### src/rtl/local_port_responder.sv
// Target-side responder for 68040 _TS-started, DSACK-terminated local bus cycles.
// Drives byte lanes and a timed peripheral strobe, then terminates with DSACK or _BERR.
module local_port_responder #(
  parameter int PORT32      = 0,
  parameter int WAIT_STATES = 2,
  parameter int TIMEOUT     = 64
) (
  input  logic       BCLK,
  input  logic       nRESET,
  input  logic       nTS,
  input  logic       nCS,
  input  logic       RnW,
  input  logic [1:0] SIZ,
  input  logic [1:0] A,
  input  logic       nRDY,
  output logic [1:0] DSACK,
  output logic       nBERR,
  output logic [3:0] nBE,
  output logic       nSTB,
  output logic       PRnW,
  output logic       nDOE,
  output logic       nWOE
);

  typedef enum logic [2:0] {
    IDLE,
    SETUP,
    STROBE,
    ACK,
    BERR,
    RECOVER
  } state_t;

  localparam logic [3:0] WAIT_LOAD = 4'(WAIT_STATES);
  localparam logic [7:0] TMO_LAST  = 8'(TIMEOUT - 1);
  localparam logic [1:0] ACK_CODE  = (PORT32 != 0) ? 2'b00 : 2'b01;

  state_t     state, state_n;
  logic [3:0] wait_cnt, wait_cnt_n;
  logic [7:0] tmo_cnt, tmo_cnt_n;
  logic       rnw_q, rnw_n;
  logic [3:0] lanes_q, lanes_n;

  logic [1:0] dsack_n;
  logic       nberr_n, nstb_n, prnw_n, ndoe_n, nwoe_n;
  logic [3:0] nbe_n;

  // Active-low lane enables; bit 0 is the most significant byte lane.
  function automatic logic [3:0] lane_map(input logic [1:0] siz, input logic [1:0] a);
    logic [3:0] lanes;
    lanes = '1;
    if (PORT32 != 0) begin
      case (siz)
        2'b00, 2'b11: lanes = '0;
        2'b10: begin
          if (a == 2'b00)      lanes = 4'b1100;
          else if (a == 2'b10) lanes = 4'b0011;
          else                 lanes = ~(4'b0001 << a);
        end
        default: lanes = ~(4'b0001 << a);
      endcase
    end else begin
      if (siz == 2'b01) lanes = a[0] ? 4'b1101 : 4'b1110;
      else              lanes = 4'b1100;
    end
    return lanes;
  endfunction

  always_comb begin
    state_n    = state;
    wait_cnt_n = wait_cnt;
    tmo_cnt_n  = tmo_cnt;
    rnw_n      = rnw_q;
    lanes_n    = lanes_q;
    case (state)
      IDLE: begin
        if (!nTS && !nCS) begin
          rnw_n   = RnW;
          lanes_n = lane_map(SIZ, A);
          state_n = SETUP;
        end
      end
      SETUP: begin
        wait_cnt_n = WAIT_LOAD;
        tmo_cnt_n  = '0;
        state_n    = STROBE;
      end
      STROBE: begin
        tmo_cnt_n = tmo_cnt + 8'd1;
        if (wait_cnt != '0)       wait_cnt_n = wait_cnt - 4'd1;
        else if (!nRDY)           state_n = ACK;
        else if (tmo_cnt == TMO_LAST) state_n = BERR;
      end
      ACK, BERR: state_n = RECOVER;
      default:   state_n = IDLE;
    endcase
  end

  // Outputs are decoded from the next state so that every pin comes straight from a flop.
  always_comb begin
    dsack_n = 2'b11;
    nberr_n = 1'b1;
    nbe_n   = '1;
    nstb_n  = 1'b1;
    prnw_n  = 1'b1;
    ndoe_n  = 1'b1;
    nwoe_n  = 1'b1;
    if (state_n inside {SETUP, STROBE, ACK, BERR}) begin
      nbe_n  = lanes_n;
      prnw_n = rnw_n;
      nwoe_n = rnw_n;
    end
    if (state_n inside {STROBE, ACK, BERR}) begin
      nstb_n = 1'b0;
      ndoe_n = ~rnw_n;
    end
    if (state_n == ACK)  dsack_n = ACK_CODE;
    if (state_n == BERR) nberr_n = 1'b0;
  end

  always_ff @(posedge BCLK or negedge nRESET) begin
    if (!nRESET) begin
      state    <= IDLE;
      wait_cnt <= '0;
      tmo_cnt  <= '0;
      rnw_q    <= 1'b1;
      lanes_q  <= '1;
      DSACK    <= 2'b11;
      nBERR    <= 1'b1;
      nBE      <= '1;
      nSTB     <= 1'b1;
      PRnW     <= 1'b1;
      nDOE     <= 1'b1;
      nWOE     <= 1'b1;
    end else begin
      state    <= state_n;
      wait_cnt <= wait_cnt_n;
      tmo_cnt  <= tmo_cnt_n;
      rnw_q    <= rnw_n;
      lanes_q  <= lanes_n;
      DSACK    <= dsack_n;
      nBERR    <= nberr_n;
      nBE      <= nbe_n;
      nSTB     <= nstb_n;
      PRnW     <= prnw_n;
      nDOE     <= ndoe_n;
      nWOE     <= nwoe_n;
    end
  end

endmodule
### config.mk
export PLATFORM = sky130hd
export DESIGN_NAME = local_port_responder
export DESIGN_NICKNAME = d
export VERILOG_FILES = /design/src/rtl/local_port_responder.sv
export SDC_FILE = /design/constraint.sdc
export NUM_CORES = 1
export LEC_CHECK = 0
export ABC_AREA = 1
export ABC_CLOCK_PERIOD_IN_PS = 3700
export BUFFER_PORTS_ARGS = -buffer_cell sky130_fd_sc_hd__buf_2
export CORE_UTILIZATION = 55
export CTS_CLUSTER_SIZE = 25
export DETAILED_ROUTE_END_ITERATION = 7
export PLACE_DENSITY = 0.78
export SETUP_SLACK_MARGIN = 0.15
export SYNTH_ARGS = -nofsm -noshare
export SYNTH_HDL_FRONTEND = slang
export SYNTH_SLANG_ARGS = --single-unit
### constraint.sdc
create_clock -name BCLK -period 3.7 [get_ports BCLK]
set_clock_uncertainty 0.1 [all_clocks]
set_input_delay 0.185 -clock BCLK [delete_from_list [all_inputs] [get_ports BCLK]]
set_output_delay 0.185 -clock BCLK [all_outputs]
set_load 0.05 [all_outputs]
==> results by stage, run 1 <==
Outcome:
- The run finished with clean final reports.

Placement:
- The cell area reported after detailed placement is 1440 µm².
- The total half-perimeter wirelength after legalization and detailed placement is 1710 µm.
- Including well taps, the total number of placed cells is 188.
- OpenSTA, run right after detailed placement, puts the worst setup slack at 2.05 ns.
- The quantity of I/O buffers inserted on ports is 18.
- The placer's final routability congestion estimate is 0.813.

GRT:
- Global routing used 22.5% of the available tracks across all layers.
- Entering global routing, the biggest net connects 30 pins.
- The number of antenna violations at the first check in global routing came to 0.
- The via count of the first global-routing pass came to 1036.
- The overall overflow remaining after global route is 0.
- The wire length of the first global-routing pass is 4210 µm.

Drt:
- For this run, the detailed router's first-pass iteration total came to 4.
- The highest metal layer carrying signal wires in the routed design is met4.
- The routed layout has 1009 vias.
- In the final routed layout, each cell accounts on average for 11.6 µm.
- The total routed wire length on the met1 layer is 980 µm.
- In the routed design, unresolved DRC markers number 0.
- Detailed routing placed a total of 97 µm of wire on met3.
- The detail-routed via count per cell is 5.12.
- The routed length on met2 is 1160 µm.
- The count of antenna-violating nets left after detailed routing is 0.
- The iteration-0 DRC count of the detailed router is 13.
- The total length of routed wires is 2280 µm.

Floorplanning:
- The die is 51.2 µm wide.
- The placeable core area is 2250 µm².
- The floorplan step defined a die boundary enclosing 2620 µm².
- The floorplan has 17 rows.
- The number of ports placed on the die boundary is 21.
- The die is 51.2 µm tall.
- The starting density of the core is 59.1%.

STA:
- Setup repair after global routing left no endpoint under its margin.
- The final worst setup slack is 2.01 ns.
- The maximum frequency from static timing analysis is 593 MHz.
- The tightest hold path in the finished design has a slack of 0.0443 ns.
- Counting I/O delays and the setup requirement, the final critical path takes 1.69 ns.
- At the pin with the least slew margin, the transition time is 0.617 ns.
- The number of failing hold endpoints at the final stage is 0.
- Setup total negative slack on the finished layout was measured at 0 ns.
- Setup violations remaining at the end of the flow were counted as 0.
- Headroom to the max-slew limit came out at 58.9%.
- The count of pins over their slew limit is 0.
- The post-route clock period utilization is 45.6%.

Worst setup path:
- Tracing the worst setup path back leads to its startpoint at wait_cnt[0].
- The critical-path maximum fanout is 5.
- The type of element launching the critical path is a flop.
- The endpoint identified for the worst register-to-register timing path is nBE[3].
- STA classifies the critical path endpoint as a flop.
- The worst reg2reg path depth is 10.
- The worst register-to-register path has a setup slack of 2.01 ns.
- At the worst endpoint, the arrival time is 1.85 ns.
- The required arrival time at the worst endpoint is 3.86 ns.
- The worst setup path endpoint is nBE[3].
- The startpoint-to-endpoint class of the critical path is reg -> reg.
- In this run the critical register-to-register path is launched from wait_cnt[0].

Cells and area:
- The finished layout holds 197 standard cells, fillers aside.
- The layout net count is 180.
- With fillers left out, the area of the finished cells amounts to 1500 µm².
- The layout cell share with drive strength beyond 1 is 29.6%.
- The post-route core utilization is 66.6%.
- The most common cell after layout, fill and taps aside is nand2_1.
- After filler insertion, the fill cell instance count of the layout stands at 197.
- The top cell types in the final layout, fill and taps aside, are nand2_1 (28), inv_1 (26), buf_2 (18).
- The multi-input gate area in the final layout is 465 µm².
- The area of all sequential standard cells is 743 µm².
- The number of antenna repair diodes is 0.
- The area added between synthesis and finish is 12.8%.

Power and ir drop:
- Total power for the finished layout comes to 0.947 mW.
- In this run the static leakage power is 0.745 nW.
- Power spread over the standard cell area amounts to 630 nW/µm².
- The worst vdd rail ir drop is 0.412 mV.

Job:
- Max-cap violations in this run came to 0.

Clock network:
- In this run the number of H-tree levels came out at 2.
- The longest clock path from root to sink contains 2 buffers.
- The number of buffers created by CTS is 5.
- The TritonCTS clock tree is built.
- The TritonCTS sink count is 29.
- Once the clock tree was built, the setup fixing pass inserted 0 buffers.
- The root buffer cell chosen for the clock tree is clkbuf_4.
- Clock latency on the worst-skew pair, taken at its later pin, is 0.32 ns.
- The clock slew seen by the registers of the worst setup and hold paths is 0.09 ns.

Logic synthesis:
- In this run, distinct cell masters in the synthesized netlist total 29.
- The number of nets handed over by synthesis was 156.
- The share of the Yosys chip area taken by registers is 55.8%.
- The synthesized area is 1330 µm².
- The average size of a mapped cell is 9.25 µm².
- Yosys printed 0 warnings.
- The post-synthesis register bit count is 29.
- The gate count of the mapped netlist is 144.

Hold path:
- The worst min-delay path category is in -> reg.
-- per-layer routing --
layer | vias up | GRT usage (%)
met4 | 0 | 14.9
li1 | 500 | -
met1 | 481 | 25.5
met5 | - | 0
met2 | 23 | 37.1
met3 | 5 | 5.95
-- worst max-delay path: stages, from the launching register on --
cell,delay [ns]
dfrtp_1,0.40
inv_1,0.08
ha_1,0.21
nand2_1,0.12
nor2_1,0.12
nand4_1,0.14
nand2_1,0.09
nand2_1,0.07
nand2_1,0.08
nand3_2,0.11
nand2_1,0.11
-- registers in the layout (all words and copies together) (netlist names), 3 cells and up --
register,flops
lanes_q,4
nBE,4
state,3
tmo_cnt,8
wait_cnt,4
-- what timing repair did --
item,4_1_cts,5_1_grt
endpoints found under the hold margin,15,0
gates resized for setup,0,0
hold buffers,1,0
setup endpoints to repair,0,0
-- synth_stat cells (all sizes together) --
library cell | number | area [µm²]
inv | 29 | 109
nand2 | 29 | 111
dfrtp | 15 | 375
dfstp | 14 | 368
nor2 | 13 | 51.3
a21oi | 8 | 43.8
nand3 | 8 | 62.6
o21ai | 5 | 25.0
nand4 | 3 | 25.0
nor3 | 3 | 26.3
xor2 | 3 | 26.3
buf | 2 | 15.0
ha | 2 | 25.0
nand3b | 2 | 15.0
o22ai | 2 | 12.5
a21boi | 1 | 7.51
a22o | 1 | 10.0
a31oi | 1 | 6.26
conb | 1 | 3.75
o21a | 1 | 7.51
or2 | 1 | 6.26
-- power breakdown --
| part | switching [mW] | total [mW] | internal (mW) |
|---|---|---|---|
| Combinational | 0.253 | 0.337 | 0.0843 |
| Sequential | 0.0380 | 0.436 | 0.398 |
| Clock | 0.100 | 0.174 | 0.0739 |
-- worst min path at each step --
stage	startpoint	endpoint	slack [ns]	depth (start not counted)
after detailed placement	nRESET	wait_cnt[2]	0.12	1
after floorplan	nRESET	state[0]	-0.21	0
final	A[0]	lanes_q[1]	0.04	3
after global placement	nRESET	wait_cnt[2]	0.12	1
after global routing	A[0]	lanes_q[0]	0.06	3
after CTS	A[0]	lanes_q[1]	0.02	3
-- logic make-up (layout without fill, tap and decap cells) --
family,Yosys count,count (layout),share of synthesized area (%)
and+or+nand+nor,59,59,22.3
buffers and inverters,31,56,9.30
DFF,29,29,55.8
AOI/OAI and AO/OA,19,19,8.45
xor gates and xnor gates,3,3,1.97
adders and majority gates,2,2,1.88
other,1,1,0.281
-- final cells by class --
cell class                 instances  area share, %
clock buffer                       7           3.00
clock inverter                     1          0.333
inverter                          29           7.24
multi-input combinational         84           31.0
sequential                        29           49.5
tap                               28           2.33
timing repair buffer              19           6.66
Note: power is estimated with default switching activity, not from simulation.
==> run 2: changes to the inputs <==
Settings changed: ABC_CLOCK_PERIOD_IN_PS 3700 to 1400, CORE_UTILIZATION 55 to 49, PLACE_DENSITY 0.78 to 0.73.
Clock period 3.7 ns to 1.4 ns, I/O delays scaled along.
==> run 2 against run 1 <==
  * The run now ends with setup timing left
  * Maximum frequency is 5.5% lower
  * Clock power grew to 2.9 times the previous value
  * Power rose to 4.4 times the previous value
  * Largest cell class is now non-clock buffers
  * Count of clock-buffer cells in the layout down 1
  * Critical endpoint is now wait_cnt[3]
  * Core utilization rose by 29 points
  * Register-to-register slack got worse by 2.4 ns
  * Routed wire length rose to 2.7 times the previous value
  * Flip-flop and latch count is the same
  * Via count increased by 54%
  * Final cell count is 34% higher
  * Global-route usage increased by 7.0 points
  * Die area rose by 12%
==> results by stage, run 2 (synthesis gave the netlist of run 1 again) <==
Clock network:
- The buffer type at the clock tree root is clkbuf_4.
- The clock insertion delay at the later pin of the skew report was 0.35 ns (+0.03 ns).
- The number of buffers created by CTS was 5 (unchanged).
- The clock slew seen by the registers of the worst setup and hold paths is 0.11 ns (+0.02 ns).
- The number of levels in the clock H-tree is 2 (unchanged).
- The TritonCTS clock tree is built.
- The maximum clock path buffer count is 2 (unchanged).
- The TritonCTS sink count is 29 (unchanged).

Cells and area:
- The area added between synthesis and finish is 81.0%.
- The layout cell share with drive strength beyond 1 came to 67.0% (+37 points).
- The number of antenna repair diodes came to 0 (unchanged).
- The most common cell after layout, fill and taps aside is buf_4.
- The library cells used most frequently in the layout, excluding fill and tap cells, are buf_4 (41), buf_6 (24), inv_1 (19).
- Ranked by flip-flop count, first place goes to tmo_cnt.
- The design area is 2410 µm² (+61%).
- The post-route core utilization came to 95.6% (+29 points).
- The flip-flop count of the largest register, all copies and words added is 8 (unchanged).
- The layout net count is 244 (+36%).

Job:
- The number of maximum-capacitance violations is 0 (unchanged).

Worst setup path:
- The startpoint-to-endpoint class of the critical path is reg -> reg.
- The critical-path maximum fanout came to 4 (-1).
- The startpoint identified for the worst register-to-register timing path is state[0].
- STA classifies the critical path endpoint as a flop.
- The arrival time at the worst endpoint came to 1.92 ns (+0.07 ns).
- The required arrival time at the worst endpoint is 1.54 ns (-2.32 ns).
- The type of element launching the critical path is a flop.
- The critical path starts at state[0].

Power and ir drop:
- The leakage power total is 1.18 nW (+59%).
- The switching power total was 1.82 mW (+370%).
- The share of power burned in the clock network is 12.1% (-6.3 points).
- The combinational power share is 59.3% (+24 points).
- The internal power consumption is 2.37 mW (+330%).
- The proportion of total power due to net switching is 43.5% (+2.2 points).
- The overall power is 4.19 mW (+340%).
- The areal power density over the cells was 1740 nW/µm² (+180%).
- The worst vdd rail ir drop is 1.74 mV (+320%).
- The sequential cell fraction of total power is 28.6% (-17 points).

Floorplanning:
- The vertical die dimension was 54.2 µm (+5.7%).
- The total die area is 2930 µm² (+12%).
- The placeable core area came to 2520 µm² (+12%).
- The number of ports placed on the die boundary is 21 (unchanged).
- The floorplan die width is 54.2 µm (+5.7%).
- The number of cell rows is 18 (+1).
- The starting density of the core was 52.8% (-6.3 points).

GRT:
- The via count of the first global-routing pass is 1294 (+25%).
- The largest net degree at the start of global routing was 15 (-50%).
- The wire length of the first global-routing pass was 5920 µm (+41%).
- The aggregate global-route resource usage is 29.5% (+7.0 points).
- The number of antenna violations at the first check in global routing was 0 (unchanged).
- The overall overflow remaining after global route is 0 (unchanged).

Drt:
- The detail-routed via count per cell is 5.90 (+15%).
- The total length of routed wires is 6180 µm (+170%).
- The number of DRC violations after detailed routing is 0 (unchanged).
- The total via count in the routed design is 1553 (+54%).
- The count of antenna-violating nets left after detailed routing is 0 (unchanged).
- The iteration-0 DRC count of the detailed router is 112 (+99).
- The post-detailed-route wirelength per cell came to 23.5 µm (+100%).
- The number of detailed-routing iterations run before antenna repair was 6 (+2).

STA:
- The final period demand of the worst path came to 1.78 ns (+0.0974 ns).
- The post-route clock period utilization is 127% (+82 points).
- Setup repair after global routing could not meet its margin everywhere.
- The number of failing hold endpoints at the final stage came to 0 (unchanged).
- The total of endpoints with negative setup slack in the final report is 28 (+28).
- The final worst setup slack is -0.384 ns (-2.40 ns).
- The count of pins over their slew limit is 0 (unchanged).
- The maximum frequency from static timing analysis is 560 MHz (-5.5%).

Placement:
- The quantity of I/O buffers inserted on ports is 18 (unchanged).
- The placer's final routability congestion estimate is 0.946 (+16%).
- The cell area reported after detailed placement came to 1670 µm² (+15%).
- The total half-perimeter wirelength after legalization and detailed placement was 2110 µm (+24%).

Hold path:
- The min-delay analysis places its worst path in the category in -> async.

Outcome:
- The final reports fail on setup timing.
- The run finished, with violations left.
run 2: through the flow:
step / hold slack, ns / setup WS [ns] / instances / TNS (ns)
6_report: 0.0450 / -0.384 / 263 / -6.18
4_1_cts: -0.0469 / -0.138 / 244 / -1.08
5_1_grt: 0.0384 / -0.698 / 263 / -7.64
2_1_floorplan: -0.326 / -0.0203 / 144 / -0.107
3_5_place_dp: -0.160 / -0.167 / 218 / -1.66
3_3_place_gp: -0.165 / -0.146 / 218 / -1.19
run 2: area by class of cell:
cell class	instances	area, µm²
repair buffers	83	758
flip-flops and latches	29	746
multi-input cells	84	696
inverters	29	124
fillers	63	110
clock buffers	6	41.3
well taps	30	37.5
clock inverters	2	10.0
run 2: final timing paths:
path                                     to  slack (ns)  cells past startpoint
worst max-delay path            wait_cnt[3]       -0.38                      8
max in group asynchronous        lanes_q[1]        0.59                      3
worst max register to register  wait_cnt[3]       -0.38                      8
min in group BCLK                lanes_q[0]        0.05                      5
worst min register to register   lanes_q[2]        0.43                      2
worst min-delay path            wait_cnt[3]        0.05                      2
run 2: timing repair:
item / in CTS / in global routing
pin swaps: 17 / 15
setup buffers: 13 / 19
setup endpoints to repair: 36 / 38
endpoints found under the hold margin: 34 / 0
hold buffers: 5 / 0
gates resized for setup: 64 / 45
run 2: routing by layer:
metal  track usage [%]  vias to the layer above  routed length, µm
li1                  -                      631                  -
met5                 0                        -                  0
met1              33.6                      732               2040
met4              10.3                        0                485
met2              51.4                      137               2960
met3              9.04                       53                683
run 2: worst max-delay path: stages, from the launching register on:
cell and delay [ns]:
dfrtp_2 0.48, nor3_4 0.26, buf_12 0.16, buf_12 0.10, nand2_8 0.05, inv_6 0.06, nand4_1 0.13, xor2_1 0.25
nor2_1 0.07
run 2: power by group through the flow:
stage | Combinational (mW) | Clock, mW | Sequential (mW)
6_report | 2.49 | 0.505 | 1.20
4_1_cts | 1.65 | 0.486 | 1.15
3_5_place_dp | 1.23 | 0 | 1.16
3_3_place_gp | 1.19 | 0 | 1.14
5_1_grt | 2.57 | 0.574 | 1.21
2_1_floorplan | 0.512 | 0 | 1.37
==> run 3: changes to the inputs <==
--- a/config.mk
+++ b/config.mk
@@ -14,3 +14,3 @@
 export PLACE_DENSITY = 0.73
-export SETUP_SLACK_MARGIN = 0.15
+export SETUP_SLACK_MARGIN = 0.05
 export SYNTH_ARGS = -nofsm -noshare
==> constraint.sdc (replaced) <==
create_clock -name BCLK -period 1.4 [get_ports BCLK]
set_clock_uncertainty 0.1 [all_clocks]
set_input_delay 0.21 -clock BCLK [delete_from_list [all_inputs] [get_ports BCLK]]
set_output_delay 0.21 -clock BCLK [all_outputs]
set_load 0.05 [all_outputs]
==> run 3 against run 2 <==
  * Critical path type unchanged
  * Core utilization decreased by 10 points
  * Critical endpoint is now state[0]
  * Non-clock buffer count decreased by 21
  * First-iteration DRC count decreased by 71%
  * The run still ends with setup timing left
  * Final cell count decreased by 8.0%
  * Largest power group unchanged
  * Flip-flop and latch count unchanged
  * Maximum frequency increased by 0.43%
  * Sequential power about the same
  * Clock power increased by 2%
  * Power decreased by 14%
==> results by stage, run 3 (synthesis gave the netlist of run 1 again) <==
Worst setup path:
- The kind of end point of the critical path is a flop.
- The worst reg2reg path depth is 10 (+2).
- The critical-path maximum fanout came to 4 (unchanged).
- The arrival time at the worst endpoint is 1.93 ns (about the same).
- The startpoint identified for the worst register-to-register timing path is state[1].
- The most frequent cell on the critical path is buf_4.
- The type of element launching the critical path is a flop.
- The required arrival time at the worst endpoint is 1.56 ns (+0.02 ns).
- The internal reg-to-reg setup slack was -0.38 ns (about the same).
- The destination of the worst register-to-register timing path is state[0].
- The critical path's top delay family is buffers and inverters.
- The count of buffering cells on the critical path with inverters included is 6 (+3).
- The startpoint-to-endpoint class of the critical path is reg -> reg.
- For this design, the slowest cell found on the critical path is dfrtp_1.
- The signal on the critical path passes through buf_4 -> buf_4 -> a21oi_1 -> nand2_1 -> inv_1 -> nand2_1 -> nand2_2 -> buf_4 -> buf_6 -> inv_2.
- The largest stage delay on the critical path is 0.45 ns (-0.03 ns).

Clock network:
- The clock slew seen by the registers of the worst setup and hold paths is 0.12 ns (about the same).
- The TritonCTS sink count was 29 (unchanged).
- The clock insertion delay at the later pin of the skew report is 0.35 ns (about the same).
- The TritonCTS clock tree is built.
- The maximum clock path buffer count was 2 (unchanged).
- The number of buffers created by CTS is 5 (unchanged).
- The root buffer cell chosen for the clock tree is clkbuf_4.
- The number of levels in the clock H-tree came to 2 (unchanged).

Hold path:
- Along the worst hold path, the cell count comes to 3.
- The worst min-delay path category is in -> reg.
- The worst hold path endpoint is lanes_q[0].
- The startpoint identified for the worst hold timing path is A[0].

Cells and area:
- The number of inserted filler cells in the final layout is 112 (+78%).
- The library cell used most frequently in the layout, excluding fill and tap cells, is buf_4.
- The layout net count is 223 (-8.6%).
- The layout cell share with drive strength beyond 1 was 63.2% (-3.7 points).
- The flip-flop count of the largest register, all copies and words added is 8 (unchanged).
- The number of antenna repair diodes is 0 (unchanged).
- In the layout the commonest cells are buf_4 (35), inv_1 (19), nand2_1 (17).
- The most flop-heavy register is tmo_cnt.
- The multi-input gate area in the final layout is 629 µm² (-9.5%).
- The final non-filler cell total is 242 (-8.0%).
- The area of all sequential standard cells is 746 µm² (unchanged).
- Relative to the synthesized area, the layout overhead comes to 61.3%.

STA:
- The total of endpoints with negative setup slack in the final report came to 25 (-11%).
- The summed negative setup slack over all endpoints is -4.20 ns (+1.98 ns).
- The maximum frequency from static timing analysis came to 563 MHz (+0.43%).
- The number of failing hold endpoints at the final stage came to 0 (unchanged).
- Setup repair after global routing could not meet its margin everywhere.
- The post-route clock period utilization was 127% (-0.55 points).
- The count of pins over their slew limit was 0 (unchanged).
- The final period demand of the worst path is 1.78 ns (-0.00770 ns).
- The final worst setup slack is -0.376 ns (+0.00770 ns).

Drt:
- The number of DRC violations after detailed routing is 0 (unchanged).
- The detail-routed via count per cell is 5.31 (-10%).
- The total via count in the routed design is 1286 (-17%).
- The number of detailed-routing iterations run before antenna repair is 5 (-1).
- The post-detailed-route wirelength per cell is 17.3 µm (-26%).
- The total length of routed wires came to 4190 µm (-32%).
- The iteration-0 DRC count of the detailed router is 32 (-71%).
- The count of antenna-violating nets left after detailed routing came to 0 (unchanged).

Floorplanning:
- The vertical die dimension is 54.2 µm (unchanged).
- The number of ports placed on the die boundary is 21 (unchanged).
- The number of cell rows is 18 (unchanged).
- The placeable core area is 2520 µm² (unchanged).
- The starting density of the core was 52.8% (unchanged).
- The total die area is 2930 µm² (unchanged).
- The floorplan die width is 54.2 µm (unchanged).

Outcome:
- The checks that failed: setup timing.
- The flow ran to the end, but the final reports show violations.

Job:
- The number of maximum-capacitance violations came to 0 (unchanged).

GRT:
- The overall overflow remaining after global route is 0 (unchanged).
- The number of antenna violations at the first check in global routing is 0 (unchanged).
- The aggregate global-route resource usage is 26.3% (-3.2 points).
- The wire length of the first global-routing pass is 5260 µm (-11%).
- The via count of the first global-routing pass is 1242 (-4.0%).
- The largest net degree at the start of global routing is 17 (+2).

Placement:
- The quantity of I/O buffers inserted on ports is 18 (unchanged).
- The number of cells in the design after placement is 214 (-1.8%).
- The placer's final routability congestion estimate is 0.819 (-13%).
- The total half-perimeter wirelength after legalization and detailed placement is 2030 µm (-3.8%).
- The pre-CTS setup slack is -0.225 ns (-0.0581 ns).

Power and ir drop:
- The leakage power total is 1.05 nW (-11%).
- The areal power density over the cells is 1680 nW/µm² (-3.0%).
- The worst vdd rail ir drop is 1.60 mV (-8.1%).
[run 3: layout make-up]
type / count / area share [%]
clock inverter: 3 / 0.815
tap: 30 / 1.75
timing repair buffer: 62 / 26.0
clock buffer: 5 / 1.75
inverter: 29 / 5.76
sequential: 29 / 34.7
multi-input combinational: 84 / 29.3
[run 3: worst register-to-register path, stage by stage, from the launching register on]
cell and delay, ns:
dfrtp_1 0.45, buf_4 0.16, buf_4 0.15, a21oi_1 0.26, nand2_1 0.12, inv_1 0.08, nand2_1 0.07, nand2_2 0.09
buf_4 0.11, buf_6 0.08, inv_2 0.03
[run 3: per-layer routing]
| metal | share of wire (%) | wire length, µm | global-route usage (%) |
|---|---|---|---|
| met3 | 5.6 | 235 | 6.78 |
| met2 | 51 | 2130 | 46.3 |
| met1 | 39 | 1650 | 28.1 |
| met4 | 4.2 | 178 | 14.5 |
| met5 | 0 | 0 | 0 |
[run 3: per-stage QoR]
step | utilization, % | instance area [µm²] | hold slack (ns) | power, mW
finish | 85.2 | 2150 | 0.0354 | 3.62
global route | 85.2 | 2150 | 0.0202 | 3.76
CTS | 77.3 | 1950 | 0.0149 | 3.16
detailed placement | 65.0 | 1640 | 0.0461 | 2.33
global placement | 65.0 | 1640 | 0.0365 | 2.27
floorplan | - | 1330 | -0.186 | 1.87
[run 3: worst max path at each step]
stage                 from    endpoint  slack (ns)  cells past startpoint
2_1_floorplan     state[0]  tmo_cnt[5]       -0.02                      7
3_3_place_gp      state[0]        nWOE       -0.13                      6
3_5_place_dp   wait_cnt[1]        nWOE       -0.22                     10
4_1_cts        wait_cnt[1]      nBE[3]       -0.17                     10
5_1_grt           state[1]    state[0]       -0.41                     10
6_report          state[1]    state[0]       -0.38                     10
[run 3: timing repair]
action	4_1_cts	5_1_grt
hold buffers	1	0
pin swaps	13	12
resized for setup	64	33
hold endpoints to repair	15	0
buffers inserted	8	12
setup endpoints to repair	36	34
[run 3: power by group]
group	switching (mW)	internal (mW)
registers	0.130	1.06
clock network	0.327	0.189
logic	1.07	0.852
